--- config.mk ---
export PLATFORM = sky130hd
export DESIGN_NAME = ctrl_sequencer_flat
export DESIGN_NICKNAME = d
export VERILOG_FILES = /design/src/rtl/ctrl_sequencer_if.sv /design/src/rtl/ctrl_sequencer.sv /design/src/flat_wrapper.sv
export SDC_FILE = /design/constraint.sdc
export NUM_CORES = 1
export LEC_CHECK = 0
export ABC_CLOCK_PERIOD_IN_PS = 4450
export BUFFER_PORTS_ARGS = -buffer_cell sky130_fd_sc_hd__buf_2
export CAP_MARGIN = 15
export CORE_MARGIN = 8
export CORE_UTILIZATION = 47
export DETAILED_ROUTE_END_ITERATION = 6
export PLACE_DENSITY = 0.82
export SYNTH_ARGS = -nofsm -noshare
export SYNTH_HDL_FRONTEND = slang
export SYNTH_SLANG_ARGS = --single-unit
--- constraint.sdc ---
create_clock -name clock -period 4.45 [get_ports clock]
set_input_delay 0.445 -clock clock [delete_from_list [all_inputs] [get_ports clock]]
set_output_delay 0.445 -clock clock [all_outputs]
set_load 0.05 [all_outputs]
--- src/rtl/ctrl_sequencer_if.sv ---
// ---------------------------------------------------------------------------
// ctrl_sequencer_if
//
// Bundles the control sequencer's connection to the LegV8 datapath: the
// instruction word and the two status inputs coming from the datapath, and
// every control field the sequencer drives back into it.
//
// Signals
//   instr       32      instruction word from instruction memory
//   alu_zero    1       combinational ALU zero flag for current FS/operands
//   mem_ready   1       data memory has completed the pending access
//   ir_load     1       load instruction register
//   da, sa, sb  5 each  register file destination / source A / source B
//   fs          5       ALU function select
//   ps          2       PC select: 00 hold, 01 PC+4, 10 PC+k, 11 PC<=reg[SA]
//   k           DATA_W  immediate / offset constant
//   b_sel       1       ALU B input: 0 reg[SB], 1 k
//   reg_write   1       register file write enable
//   mem_read    1       data memory read strobe
//   mem_write   1       data memory write strobe
//   status_load 1       load NZCV status register
//   state       2       00 FETCH, 01 EXEC, 10 MEM, 11 HALT
//   illegal     1       sticky undefined-opcode flag
//
// Modports
//   master  the sequencer (drives control fields)
//   slave   the datapath / test environment (drives instr and status)
// ---------------------------------------------------------------------------
interface ctrl_sequencer_if #(
    parameter int DATA_W = 64
);
    logic [31:0]       instr;
    logic              alu_zero;
    logic              mem_ready;

    logic              ir_load;
    logic [4:0]        da;
    logic [4:0]        sa;
    logic [4:0]        sb;
    logic [4:0]        fs;
    logic [1:0]        ps;
    logic [DATA_W-1:0] k;
    logic              b_sel;
    logic              reg_write;
    logic              mem_read;
    logic              mem_write;
    logic              status_load;
    logic [1:0]        state;
    logic              illegal;

    modport master (
        input  instr, alu_zero, mem_ready,
        output ir_load, da, sa, sb, fs, ps, k, b_sel,
               reg_write, mem_read, mem_write, status_load, state, illegal
    );

    modport slave (
        output instr, alu_zero, mem_ready,
        input  ir_load, da, sa, sb, fs, ps, k, b_sel,
               reg_write, mem_read, mem_write, status_load, state, illegal
    );
endinterface

--- src/rtl/ctrl_sequencer.sv ---
// ---------------------------------------------------------------------------
// ctrl_sequencer
//
// Multi-cycle control sequencer for the LegV8 64-bit datapath. It latches the
// fetched instruction, decodes it and drives the datapath control fields one
// state at a time, stalling in MEM until data memory reports completion.
// An undefined opcode parks the sequencer in HALT with a sticky flag until
// reset.
//
// Ports
//   clock   in   rising-edge clock
//   reset   in   asynchronous, active-low reset
//   bus     ctrl_sequencer_if.master: instr/alu_zero/mem_ready in,
//           all datapath control fields plus state/illegal out
//
// Sequencing
//   FETCH -> EXEC -> FETCH              ALU ops and branches (2 cycles)
//   FETCH -> EXEC -> MEM (N waits) -> FETCH   LDUR/STUR (3+N cycles)
//   EXEC with undefined opcode -> HALT (left only through reset)
//
// Outputs are combinational from the state register, the instruction
// register and the two status inputs; only state, IR and the illegal flag
// are stored.
// ---------------------------------------------------------------------------
module ctrl_sequencer #(
    parameter int         DATA_W   = 64,
    parameter logic [4:0] FS_ADD   = 5'b01000,
    parameter logic [4:0] FS_SUB   = 5'b01001,
    parameter logic [4:0] FS_AND   = 5'b00000,
    parameter logic [4:0] FS_ORR   = 5'b00100,
    parameter logic [4:0] FS_PASSB = 5'b11100
) (
    input  logic             clock,
    input  logic             reset,
    ctrl_sequencer_if.master bus
);

    typedef enum logic [1:0] {
        FETCH = 2'b00,
        EXEC  = 2'b01,
        MEM   = 2'b10,
        HALT  = 2'b11
    } state_t;

    // Instruction classes; each class shares one EXEC/MEM behaviour.
    typedef enum logic [2:0] {
        OP_ALU  = 3'd0,   // register or immediate ALU op, writes Rd
        OP_LDUR = 3'd1,
        OP_STUR = 3'd2,
        OP_B    = 3'd3,
        OP_CB   = 3'd4,   // CBZ / CBNZ
        OP_BR   = 3'd5,
        OP_ILL  = 3'd6
    } op_t;

    // -----------------------------------------------------------------------
    // Registers
    // -----------------------------------------------------------------------
    state_t      state_reg;
    state_t      state_next;
    logic [31:0] ir_reg;
    logic        illegal_reg;
    logic        illegal_set;

    // -----------------------------------------------------------------------
    // Instruction fields
    // -----------------------------------------------------------------------
    logic [10:0] opcode;
    logic [4:0]  rd;
    logic [4:0]  rn;
    logic [4:0]  rm;

    assign opcode = ir_reg[31:21];
    assign rd     = ir_reg[4:0];
    assign rn     = ir_reg[9:5];
    assign rm     = ir_reg[20:16];

    // Immediates, all extended to the datapath width. For the branch forms
    // the word-offset shift is folded into the concatenation: the two bits
    // pushed out at the top are copies of the sign, so dropping them is the
    // same as extending first and shifting afterwards.
    logic [DATA_W-1:0] imm_alu;   // ADDI/SUBI: zero-extended IR[21:10]
    logic [DATA_W-1:0] imm_dt;    // LDUR/STUR: sign-extended IR[20:12]
    logic [DATA_W-1:0] imm_b;     // B: sext(IR[25:0]) << 2
    logic [DATA_W-1:0] imm_cb;    // CBZ/CBNZ: sext(IR[23:5]) << 2

    assign imm_alu = {{(DATA_W-12){1'b0}}, ir_reg[21:10]};
    assign imm_dt  = {{(DATA_W-9){ir_reg[20]}}, ir_reg[20:12]};
    assign imm_b   = {{(DATA_W-28){ir_reg[25]}}, ir_reg[25:0], 2'b00};
    assign imm_cb  = {{(DATA_W-21){ir_reg[23]}}, ir_reg[23:5], 2'b00};

    // -----------------------------------------------------------------------
    // Decoder: turns the latched opcode into an instruction class plus the
    // datapath fields that class needs. Fields a class does not use stay 0.
    // -----------------------------------------------------------------------
    op_t               dec_op;
    logic [4:0]        dec_da;
    logic [4:0]        dec_sa;
    logic [4:0]        dec_sb;
    logic [4:0]        dec_fs;
    logic [DATA_W-1:0] dec_k;
    logic              dec_b_sel;
    logic              dec_status;
    logic              dec_cbnz;

    always_comb begin
        dec_op     = OP_ILL;
        dec_da     = 5'd0;
        dec_sa     = 5'd0;
        dec_sb     = 5'd0;
        dec_fs     = 5'd0;
        dec_k      = '0;
        dec_b_sel  = 1'b0;
        dec_status = 1'b0;
        dec_cbnz   = 1'b0;

        casez (opcode)
            11'b10001011000: begin   // ADD
                dec_op = OP_ALU; dec_fs = FS_ADD;
                dec_da = rd; dec_sa = rn; dec_sb = rm;
            end
            11'b11001011000: begin   // SUB
                dec_op = OP_ALU; dec_fs = FS_SUB;
                dec_da = rd; dec_sa = rn; dec_sb = rm;
            end
            11'b10001010000: begin   // AND
                dec_op = OP_ALU; dec_fs = FS_AND;
                dec_da = rd; dec_sa = rn; dec_sb = rm;
            end
            11'b10101010000: begin   // ORR
                dec_op = OP_ALU; dec_fs = FS_ORR;
                dec_da = rd; dec_sa = rn; dec_sb = rm;
            end
            11'b10101011000: begin   // ADDS
                dec_op = OP_ALU; dec_fs = FS_ADD; dec_status = 1'b1;
                dec_da = rd; dec_sa = rn; dec_sb = rm;
            end
            11'b11101011000: begin   // SUBS
                dec_op = OP_ALU; dec_fs = FS_SUB; dec_status = 1'b1;
                dec_da = rd; dec_sa = rn; dec_sb = rm;
            end
            11'b1001000100?: begin   // ADDI (opcode LSB is immediate bit 11)
                dec_op = OP_ALU; dec_fs = FS_ADD;
                dec_da = rd; dec_sa = rn;
                dec_k = imm_alu; dec_b_sel = 1'b1;
            end
            11'b1101000100?: begin   // SUBI
                dec_op = OP_ALU; dec_fs = FS_SUB;
                dec_da = rd; dec_sa = rn;
                dec_k = imm_alu; dec_b_sel = 1'b1;
            end
            11'b11111000010: begin   // LDUR: address = reg[Rn] + offset
                dec_op = OP_LDUR; dec_fs = FS_ADD;
                dec_da = rd; dec_sa = rn;
                dec_k = imm_dt; dec_b_sel = 1'b1;
            end
            11'b11111000000: begin   // STUR: Rt is routed out on port B
                dec_op = OP_STUR; dec_fs = FS_ADD;
                dec_sa = rn; dec_sb = rd;
                dec_k = imm_dt; dec_b_sel = 1'b1;
            end
            11'b000101?????: begin   // B
                dec_op = OP_B;
                dec_k  = imm_b;
            end
            11'b1011010????: begin   // CBZ / CBNZ: ALU passes reg[Rt] to test zero
                dec_op   = OP_CB; dec_fs = FS_PASSB;
                dec_sb   = rd;
                dec_k    = imm_cb;
                dec_cbnz = opcode[3];
            end
            11'b11010110000: begin   // BR
                dec_op = OP_BR;
                dec_sa = rn;
            end
            default: begin
                dec_op = OP_ILL;
            end
        endcase
    end

    // -----------------------------------------------------------------------
    // Next-state and output logic
    // -----------------------------------------------------------------------
    logic              load_ir;
    logic [4:0]        da;
    logic [4:0]        sa;
    logic [4:0]        sb;
    logic [4:0]        fs;
    logic [1:0]        ps;
    logic [DATA_W-1:0] k;
    logic              b_sel;
    logic              reg_write;
    logic              mem_read;
    logic              mem_write;
    logic              status_load;
    logic              cb_taken;

    // CBZ branches on zero, CBNZ on non-zero.
    assign cb_taken = dec_cbnz ? ~bus.alu_zero : bus.alu_zero;

    always_comb begin
        state_next  = state_reg;
        load_ir     = 1'b0;
        da          = 5'd0;
        sa          = 5'd0;
        sb          = 5'd0;
        fs          = 5'd0;
        ps          = 2'b00;
        k           = '0;
        b_sel       = 1'b0;
        reg_write   = 1'b0;
        mem_read    = 1'b0;
        mem_write   = 1'b0;
        status_load = 1'b0;
        illegal_set = 1'b0;

        case (state_reg)
            FETCH: begin
                load_ir    = 1'b1;
                state_next = EXEC;
            end

            EXEC: begin
                if (dec_op == OP_ILL) begin
                    // Nothing is driven for an undefined opcode.
                    illegal_set = 1'b1;
                    state_next  = HALT;
                end else begin
                    da    = dec_da;
                    sa    = dec_sa;
                    sb    = dec_sb;
                    fs    = dec_fs;
                    k     = dec_k;
                    b_sel = dec_b_sel;
                    state_next = FETCH;
                    case (dec_op)
                        OP_ALU: begin
                            reg_write   = 1'b1;
                            status_load = dec_status;
                            ps          = 2'b01;
                        end
                        OP_LDUR: begin
                            mem_read   = 1'b1;
                            state_next = MEM;
                        end
                        OP_STUR: begin
                            mem_write  = 1'b1;
                            state_next = MEM;
                        end
                        OP_B:    ps = 2'b10;
                        OP_CB:   ps = cb_taken ? 2'b10 : 2'b01;
                        OP_BR:   ps = 2'b11;
                        default: ps = 2'b00;
                    endcase
                end
            end

            MEM: begin
                // Address fields and strobe stay up for the whole access;
                // the load result is written in the same cycle memory
                // reports ready, and only then does the PC advance.
                da        = dec_da;
                sa        = dec_sa;
                sb        = dec_sb;
                fs        = dec_fs;
                k         = dec_k;
                b_sel     = dec_b_sel;
                mem_read  = (dec_op == OP_LDUR);
                mem_write = (dec_op == OP_STUR);
                if (bus.mem_ready) begin
                    ps         = 2'b01;
                    reg_write  = (dec_op == OP_LDUR);
                    state_next = FETCH;
                end
            end

            default: begin
                // HALT: everything quiet, stay put until reset.
                state_next = HALT;
            end
        endcase
    end

    // -----------------------------------------------------------------------
    // State, instruction and sticky-flag registers
    // -----------------------------------------------------------------------
    always_ff @(posedge clock or negedge reset) begin
        if (!reset) begin
            state_reg   <= FETCH;
            ir_reg      <= 32'd0;
            illegal_reg <= 1'b0;
        end else begin
            state_reg <= state_next;
            if (load_ir) begin
                ir_reg <= bus.instr;
            end
            if (illegal_set) begin
                illegal_reg <= 1'b1;
            end
        end
    end

    // -----------------------------------------------------------------------
    // Outputs. The IR load enable is masked while reset is held so that the
    // datapath sees every enable low during reset even though the state
    // register already reads FETCH.
    // -----------------------------------------------------------------------
    assign bus.ir_load     = load_ir & reset;
    assign bus.da          = da;
    assign bus.sa          = sa;
    assign bus.sb          = sb;
    assign bus.fs          = fs;
    assign bus.ps          = ps;
    assign bus.k           = k;
    assign bus.b_sel       = b_sel;
    assign bus.reg_write   = reg_write;
    assign bus.mem_read    = mem_read;
    assign bus.mem_write   = mem_write;
    assign bus.status_load = status_load;
    assign bus.state       = state_reg;
    assign bus.illegal     = illegal_reg;

endmodule
--- src/flat_wrapper.sv ---
// flat-port wrapper written by rule: the top's interface ports become plain ports
module ctrl_sequencer_flat 
#(
    parameter int         DATA_W   = 64,
    parameter logic [4:0] FS_ADD   = 5'b01000,
    parameter logic [4:0] FS_SUB   = 5'b01001,
    parameter logic [4:0] FS_AND   = 5'b00000,
    parameter logic [4:0] FS_ORR   = 5'b00100,
    parameter logic [4:0] FS_PASSB = 5'b11100
)
  (clock, reset, bus_instr, bus_alu_zero, bus_mem_ready, bus_ir_load, bus_da, bus_sa, bus_sb, bus_fs, bus_ps, bus_k, bus_b_sel, bus_reg_write, bus_mem_read, bus_mem_write, bus_status_load, bus_state, bus_illegal);
  ctrl_sequencer_if #(.DATA_W(DATA_W)) bus_i ();
  input  logic clock;
  input  logic reset;
  input wire logic [$bits(bus_i.instr)-1:0] bus_instr;
  input wire logic [$bits(bus_i.alu_zero)-1:0] bus_alu_zero;
  input wire logic [$bits(bus_i.mem_ready)-1:0] bus_mem_ready;
  output wire logic [$bits(bus_i.ir_load)-1:0] bus_ir_load;
  output wire logic [$bits(bus_i.da)-1:0] bus_da;
  output wire logic [$bits(bus_i.sa)-1:0] bus_sa;
  output wire logic [$bits(bus_i.sb)-1:0] bus_sb;
  output wire logic [$bits(bus_i.fs)-1:0] bus_fs;
  output wire logic [$bits(bus_i.ps)-1:0] bus_ps;
  output wire logic [$bits(bus_i.k)-1:0] bus_k;
  output wire logic [$bits(bus_i.b_sel)-1:0] bus_b_sel;
  output wire logic [$bits(bus_i.reg_write)-1:0] bus_reg_write;
  output wire logic [$bits(bus_i.mem_read)-1:0] bus_mem_read;
  output wire logic [$bits(bus_i.mem_write)-1:0] bus_mem_write;
  output wire logic [$bits(bus_i.status_load)-1:0] bus_status_load;
  output wire logic [$bits(bus_i.state)-1:0] bus_state;
  output wire logic [$bits(bus_i.illegal)-1:0] bus_illegal;
  assign bus_i.instr = bus_instr;
  assign bus_i.alu_zero = bus_alu_zero;
  assign bus_i.mem_ready = bus_mem_ready;
  assign bus_ir_load = bus_i.ir_load;
  assign bus_da = bus_i.da;
  assign bus_sa = bus_i.sa;
  assign bus_sb = bus_i.sb;
  assign bus_fs = bus_i.fs;
  assign bus_ps = bus_i.ps;
  assign bus_k = bus_i.k;
  assign bus_b_sel = bus_i.b_sel;
  assign bus_reg_write = bus_i.reg_write;
  assign bus_mem_read = bus_i.mem_read;
  assign bus_mem_write = bus_i.mem_write;
  assign bus_status_load = bus_i.status_load;
  assign bus_state = bus_i.state;
  assign bus_illegal = bus_i.illegal;
  ctrl_sequencer #(.DATA_W(DATA_W), .FS_ADD(FS_ADD), .FS_SUB(FS_SUB), .FS_AND(FS_AND), .FS_ORR(FS_ORR), .FS_PASSB(FS_PASSB)) u_core (.clock(clock), .reset(reset), .bus(bus_i));
endmodule
==> results of run 1 <==
[cells in the final DEF (no fill, tap or decap), drive strengths merged, types with 3 or more instances in the layout]
cell type | netlist | final
a21oi | 38 | 38
a22oi | 26 | 26
a32oi | 4 | 4
and2 | 14 | 14
buf | 44 | 134
clkbuf | 9 | 6
dfrtp | 35 | 35
ha | 4 | 4
inv | 5 | 5
mux2 | 31 | 31
nand2 | 15 | 15
nand2b | 4 | 4
nor2 | 22 | 22
nor3 | 4 | 4
nor4 | 3 | 3
o21ai | 7 | 7
[cell type report]
| cell class | count | area, sq um | area share (%) |
|---|---|---|---|
| multi-input combinational | 204 | 1538 | 46.68 |
| sequential | 35 | 875.8 | 26.59 |
| timing repair buffer | 134 | 683.2 | 20.74 |
| tap | 75 | 93.84 | 2.848 |
| clock buffer | 6 | 72.57 | 2.203 |
| inverter | 5 | 18.77 | 0.5697 |
| clock inverter | 2 | 12.51 | 0.3798 |
[logic make-up after synthesis]
logic type | Yosys count | synth area share [%]
AO/OA/AOI/OAI | 88 | 22.45
XOR/XNOR | 1 | 0.3175
adder cells (fa/ha/maj) | 4 | 1.814
buffers and inverters | 58 | 13.11
flip-flops | 35 | 31.75
multiplexers | 31 | 12.65
other | 1 | 0.1359
AND/OR/NAND/NOR | 79 | 17.78
[power by group]
group	internal, mW	switching, mW
logic	0.0112	0.0125
clock network	0.109	0.122
registers	0.318	0
[final timing paths]
kind / start / to
max: u_core.ir_reg[22] / bus_k[6]
min: reset / u_core.ir_reg[31]
max reg2reg: u_core.ir_reg[22] / u_core.bus.state[0]
min reg2reg: u_core.bus.illegal / u_core.bus.illegal
max in group asynchronous: reset / u_core.ir_reg[13]
min in group clock: bus_instr[24] / u_core.ir_reg[24]
[worst reg2reg max path, cell delays in order (launching register included)]
cell and delay (ps):
dfrtp_1 510, nand4bb_1 360, nor4b_4 850, a211oi_2 240, a311oi_1 340, a21oi_1 110
[per-layer routing]
layer  share of wire (%)  routed length, um  global-route usage, %  up-vias
li1                    -                  -                      -     1223
met1                  39               3611                  25.16     1310
met2                  47               4360                  33.73      197
met3                  12               1134                  6.068       20
met4                 2.0                186                  7.517        0
met5                   0                  0                      0        -
[metrics by stage]
stage	power, mW	util [%]
2_1_floorplan	0.3275	-
3_3_place_gp	0.3474	55.52
3_5_place_dp	0.3484	55.52
4_1_cts	0.5781	56.99
5_1_grt	0.5881	56.99
6_report	0.5725	56.99
==> impl_metrics.toml, run 1 <==
[critical_path]
crit_type = "reg2out"
cp_cell_sequence = "nand4bb_1, nor4b_4, a211oi_2, a31o_4, a21oi_2, buf_2"
critical_path_required_ps = 4010
regToRegSetupSlack_ps = 1920
path_depth = 6
r2r_cells = 5
cp_slowest_cell = "nor4b_4"
critical_path_buf_inv_count = 1
slowest_delay_ps = 840
critical-path-top-delay-family = "simple AND/OR/NAND/NOR gates"
worstPathArrival_ps = 3050
worstSetupEndpointType = "output port"
cp_max_fo = 17
critPathLaunchType = "flip-flop"

[layout]
antennaDiodeCount = 0
area_growth_pct = 19.41
drive_above_1_share_pct = 51.04
post-route-cell-area_sq_mm = 0.003294
fin_cells = 461
fillers = 533
largest_reg_flops = 32
layout.nets = 425

[timing]
finalCritPeriodShare_pct = 78.44
fin_skew_ps = 11.44
worst_pin_slew_ps = 889.0
hold_violations = 0
min_period_ps = 3490
max_freq_mhz = 286.5
setup_viol = 0
relSlewSlack_pct = 40.49
rsz0062_at_grt = "no"
setup_slack_ps = 959.5
worst_hold_slack_ps = 239.7
fin_setup_tns_ps = 0
slew_viol_final = 0

[status]
run_status = "complete, no violations"

[clock_network]
post_cts.repair.setup_buffers = 0
htree_levels = 2
clock_sinks = 35
numCtsBuffers = 5
cts_hold_buf = 0
clk_latency_ps = 290
path_clk_slew_ps = 80
cts_tree = "built"
clockRootBuffer = "clkbuf_8"
cts.repair.resized = 0
clockBufferDepth = 2

[global_routing]
grt_pass1_vias = 2753
grt_pass1_wl_mm = 14.41
antenna_found_initial = 0
grt_usage_pct = 20.64
grt-ovfl-total = 0
grt_start_max_net_pins = 38

[place]
place.gp.congestion = 0.9432
place_ws_ps = 1371
dp.cells = 453
port_buffers = 129
placed_area_sq_mm = 0.003209
dp_hpwl_mm = 7.083

[detailed_routing]
drt_pass1_iterations = 5
drt-initial-drc-count = 188
wl_per_cell_um = 20.15
wirelength_mm = 9.291
ant_nets = 0
vias = 2750
drc_errors = 0
via_per_inst = 5.965

[logic_synthesis]
synth_area_leaders = "dfrtp_1, mux2_2, buf_4"
synth_top_cell_by_area = "dfrtp_1"
ys_ff_latch = 35
seq_area_frac_synth_pct = 31.75
synth_cell_types = 54
synth_top_area_share_pct = 31.75
syn_inst = 297
async_flop_share_pct = 100.0
yosysWarnings = 0
ys_top_cells_by_count = "buf_4, dfrtp_1, a21oi_1, mux2_2, a22oi_1"
syn_area_sq_mm = 0.002759
synth.most_common_cell = "buf_4"
synth_edf_count = 0
synth_ff_type = "dfrtp_1"
postSynthAreaPerCell_sq_um = 9.289
syn_nets = 337

[die]
start_util_pct = 47.73
ioPinCount = 131
core.rowCount = 28
die_x_um = 92.62
die-height_um = 92.62
dieArea_sq_mm = 0.008578
core_region_area_sq_mm = 0.005781

[power_and_ir_drop]
p_leak_nw = 1.580
peakVddDrop_uv = 118.1
p_per_area_mw_per_mm2 = 173.8

[job]
max-cap-violations = 0

[worst_hold_path]
hold_class = "in2async"
Power figures use the tool's default switching activity.
==> run 2, diff against run 1 <==
- ABC_AREA: default -> 1
- ABC_CLOCK_PERIOD_IN_PS: 4450 -> 2900
- CORE_UTILIZATION: 47 -> 45
- PLACE_DENSITY: 0.82 -> 0.79
- clock period: 4.45 -> 2.9 ns (I/O delays scaled with it)
==> impl_metrics.toml, run 2 <==
[timing]
min_period_ps = 2781
worst_pin_slew_ps = 529.7
rsz0062_at_grt = "yes"
relSlewSlack_pct = 64.69
setup_viol = 0
hold_violations = 0
finalCritPeriodShare_pct = 95.90
fin_skew_ps = 6.809
slew_viol_final = 0
max_freq_mhz = 359.6

[worst_hold_path]
hold_class = "in2async"

[layout]
fin_cells = 659
layout.nets = 599
fillers = 636
final_cell_mix = "nand2_1, buf_2, inv_1, nor2_1, o21ai_0"
final_common_cell = "nand2_1"
area_growth_pct = 33.18
antennaDiodeCount = 0
drive_above_1_share_pct = 39.82
largest_reg_flops = 32
final_util_pct = 60.29

[detailed_routing]
ant_nets = 0
highest_layer = "met4"
drt-initial-drc-count = 209
vias = 3555
drt_pass1_iterations = 5
met1_length_mm = 4.107
drc_errors = 0
wirelength_mm = 10.84
route.met3.wl_mm = 1.082
via_per_inst = 5.395
wl_per_cell_um = 16.45
dr_wl_met2_mm = 5.377

[die]
die_x_um = 100.5
core.rowCount = 31
ioPinCount = 131
dieArea_sq_mm = 0.01010
core_region_area_sq_mm = 0.007098
start_util_pct = 45.27
die-height_um = 100.5

[logic_synthesis]
ys_top_cells_by_count = "nand2_1, nor2_1, inv_1, buf_4"
postSynthAreaPerCell_sq_um = 7.124
ys_ff_latch = 35
synth_cell_types = 34
synth.most_common_cell = "nand2_1"
synth_top_cell_by_area = "dfrtp_1"
yosysWarnings = 0
syn_nets = 491
syn_inst = 451
synth_area_leaders = "dfrtp_1, nand2_1, buf_4"
synth_edf_count = 0
async_flop_share_pct = 100.0
synth_ff_type = "dfrtp_1"
seq_area_frac_synth_pct = 27.26
synth_top_area_share_pct = 27.26
syn_area_sq_mm = 0.003213

[clock_network]
htree_levels = 2
clockBufferDepth = 2
path_clk_slew_ps = 70
clockRootBuffer = "clkbuf_8"
clock_sinks = 35
cts_tree = "built"
numCtsBuffers = 5
clk_latency_ps = 290

[place]
place.gp.congestion = 0.9648
port_buffers = 129
dp.cells = 636
dp_hpwl_mm = 8.031

[critical_path]
regToRegSetupSlack_ps = 1180
worstPathArrival_ps = 2490
critical-path-top-delay-family = "simple AND/OR/NAND/NOR gates"
critical_path_required_ps = 2610
cp_slowest_cell = "dfrtp_2"
cp_max_fo = 10
slowest_delay_ps = 450
crit_type = "reg2out"
r2r_end = "u_core.ir_reg[3]"
cp_cell_sequence = "nor2_1, nand2_2, inv_2, nand3_1, nand2_4, nor2_4, nand2_4, nand2_4, nand2_8, nand3_4, nor2_4, buf_12, buf_12, buf_4"
worst_path_most_repeated_cell = "nand2_4"
worst_r2r_startpoint = "u_core.bus.state[0]"
critical_path_buf_inv_count = 4
critPathLaunchType = "flip-flop"
r2r_cells = 4
worstSetupEndpointType = "output port"

[power_and_ir_drop]
p_per_area_mw_per_mm2 = 657.4
p_leak_nw = 2.063
peakVddDrop_uv = 785.1

[global_routing]
grt-ovfl-total = 0
antenna_found_initial = 0
grt_usage_pct = 20.43
grt_start_max_net_pins = 61
grt_pass1_vias = 3508
grt_pass1_wl_mm = 16.66

[job]
max-cap-violations = 0

[status]
run_status = "complete, no violations"
-- run 2: changes by cell type after synthesis, sizes merged, moves of 21 or more --
cell   previous run  this run
nand3             1        27
a21oi            38        16
o21ai             7        35
a22oi            26         5
inv               5        54
nand2            15        95
nor2             22        75
mux2             31         5
-- run 2: worst max-delay path by stage --
stage / startpoint / endpoint / slack [ps] / cells after the start
after floorplan: u_core.bus.state[0] / bus_sa[0] / -170 / 5
after global placement: u_core.ir_reg[31] / bus_k[30] / 260 / 8
after detailed placement: u_core.ir_reg[31] / bus_k[52] / 210 / 12
after CTS: u_core.ir_reg[23] / bus_k[0] / 2 / 13
after global routing: u_core.ir_reg[24] / bus_k[32] / -40 / 14
final: u_core.ir_reg[24] / bus_k[32] / 120 / 14
-- run 2: worst reg2reg max path, delay by kind of cell, from the launching register on --
kind	cells	cell delay, ps
multiplexers	1	400
flip-flops	1	420
buffers and inverters	2	580
adder cells (fa/ha/maj)	1	220
-- run 2: routing by layer --
layer  vias to the layer above  GRT usage (%)
met5                         -              0
met4                         0          8.372
met3                        29          6.008
met2                       230          34.00
met1                      1649          23.97
li1                       1647              -
-- run 2: kinds of logic after synthesis --
kind of cell | count (synthesis) | synth area share (%)
simple gates | 213 | 35.01
buf+inv | 109 | 18.65
compound gates | 84 | 15.65
flops | 35 | 27.26
mux | 5 | 1.752
fa+ha+maj | 4 | 1.558
other cells | 1 | 0.1167
-- run 2: metrics by stage --
| step | TNS [ps] | instance area (sq um) | setup WS, ps | hold slack [ps] | total power, mW |
|---|---|---|---|---|---|
| floorplan | -837.7 | 3218 | -167.6 | -5.591 | 1.979 |
| CTS | 0 | 3870 | 2.369 | 69.59 | 2.724 |
| detailed placement | 0 | 3684 | 206.6 | 374.6 | 2.368 |
| global placement | 0 | 3684 | 258.9 | 362.5 | 2.334 |
| global route | -406.9 | 4279 | -35.97 | 97.95 | 3.024 |
| finish | 0 | 4279 | 119.0 | 61.00 | 2.813 |
-- run 2: layout make-up --
class | instances | area [sq um] | share of cell area, %
Timing Repair Buffer | 156 | 1206 | 28.19
Multi-Input combinational cell | 307 | 1782 | 41.64
Sequential cell | 35 | 880.8 | 20.58
Tap cell | 99 | 123.9 | 2.895
Inverter | 54 | 205.2 | 4.795
Clock buffer | 7 | 76.32 | 1.784
Clock inverter | 1 | 5.005 | 0.1170
-- run 2: timing repair --
item,in CTS,in global routing
setup endpoints to repair,52,65
cloned,0,4
gates resized for setup,42,65
pin swaps,0,7
buffers inserted,0,11
hold buffers,0,0
-- run 2: report_power, final --
| part | switching, mW | internal [mW] |
|---|---|---|
| Clock | 0.181 | 0.169 |
| Combinational | 1.00 | 0.424 |
| Sequential | 0.307 | 0.732 |
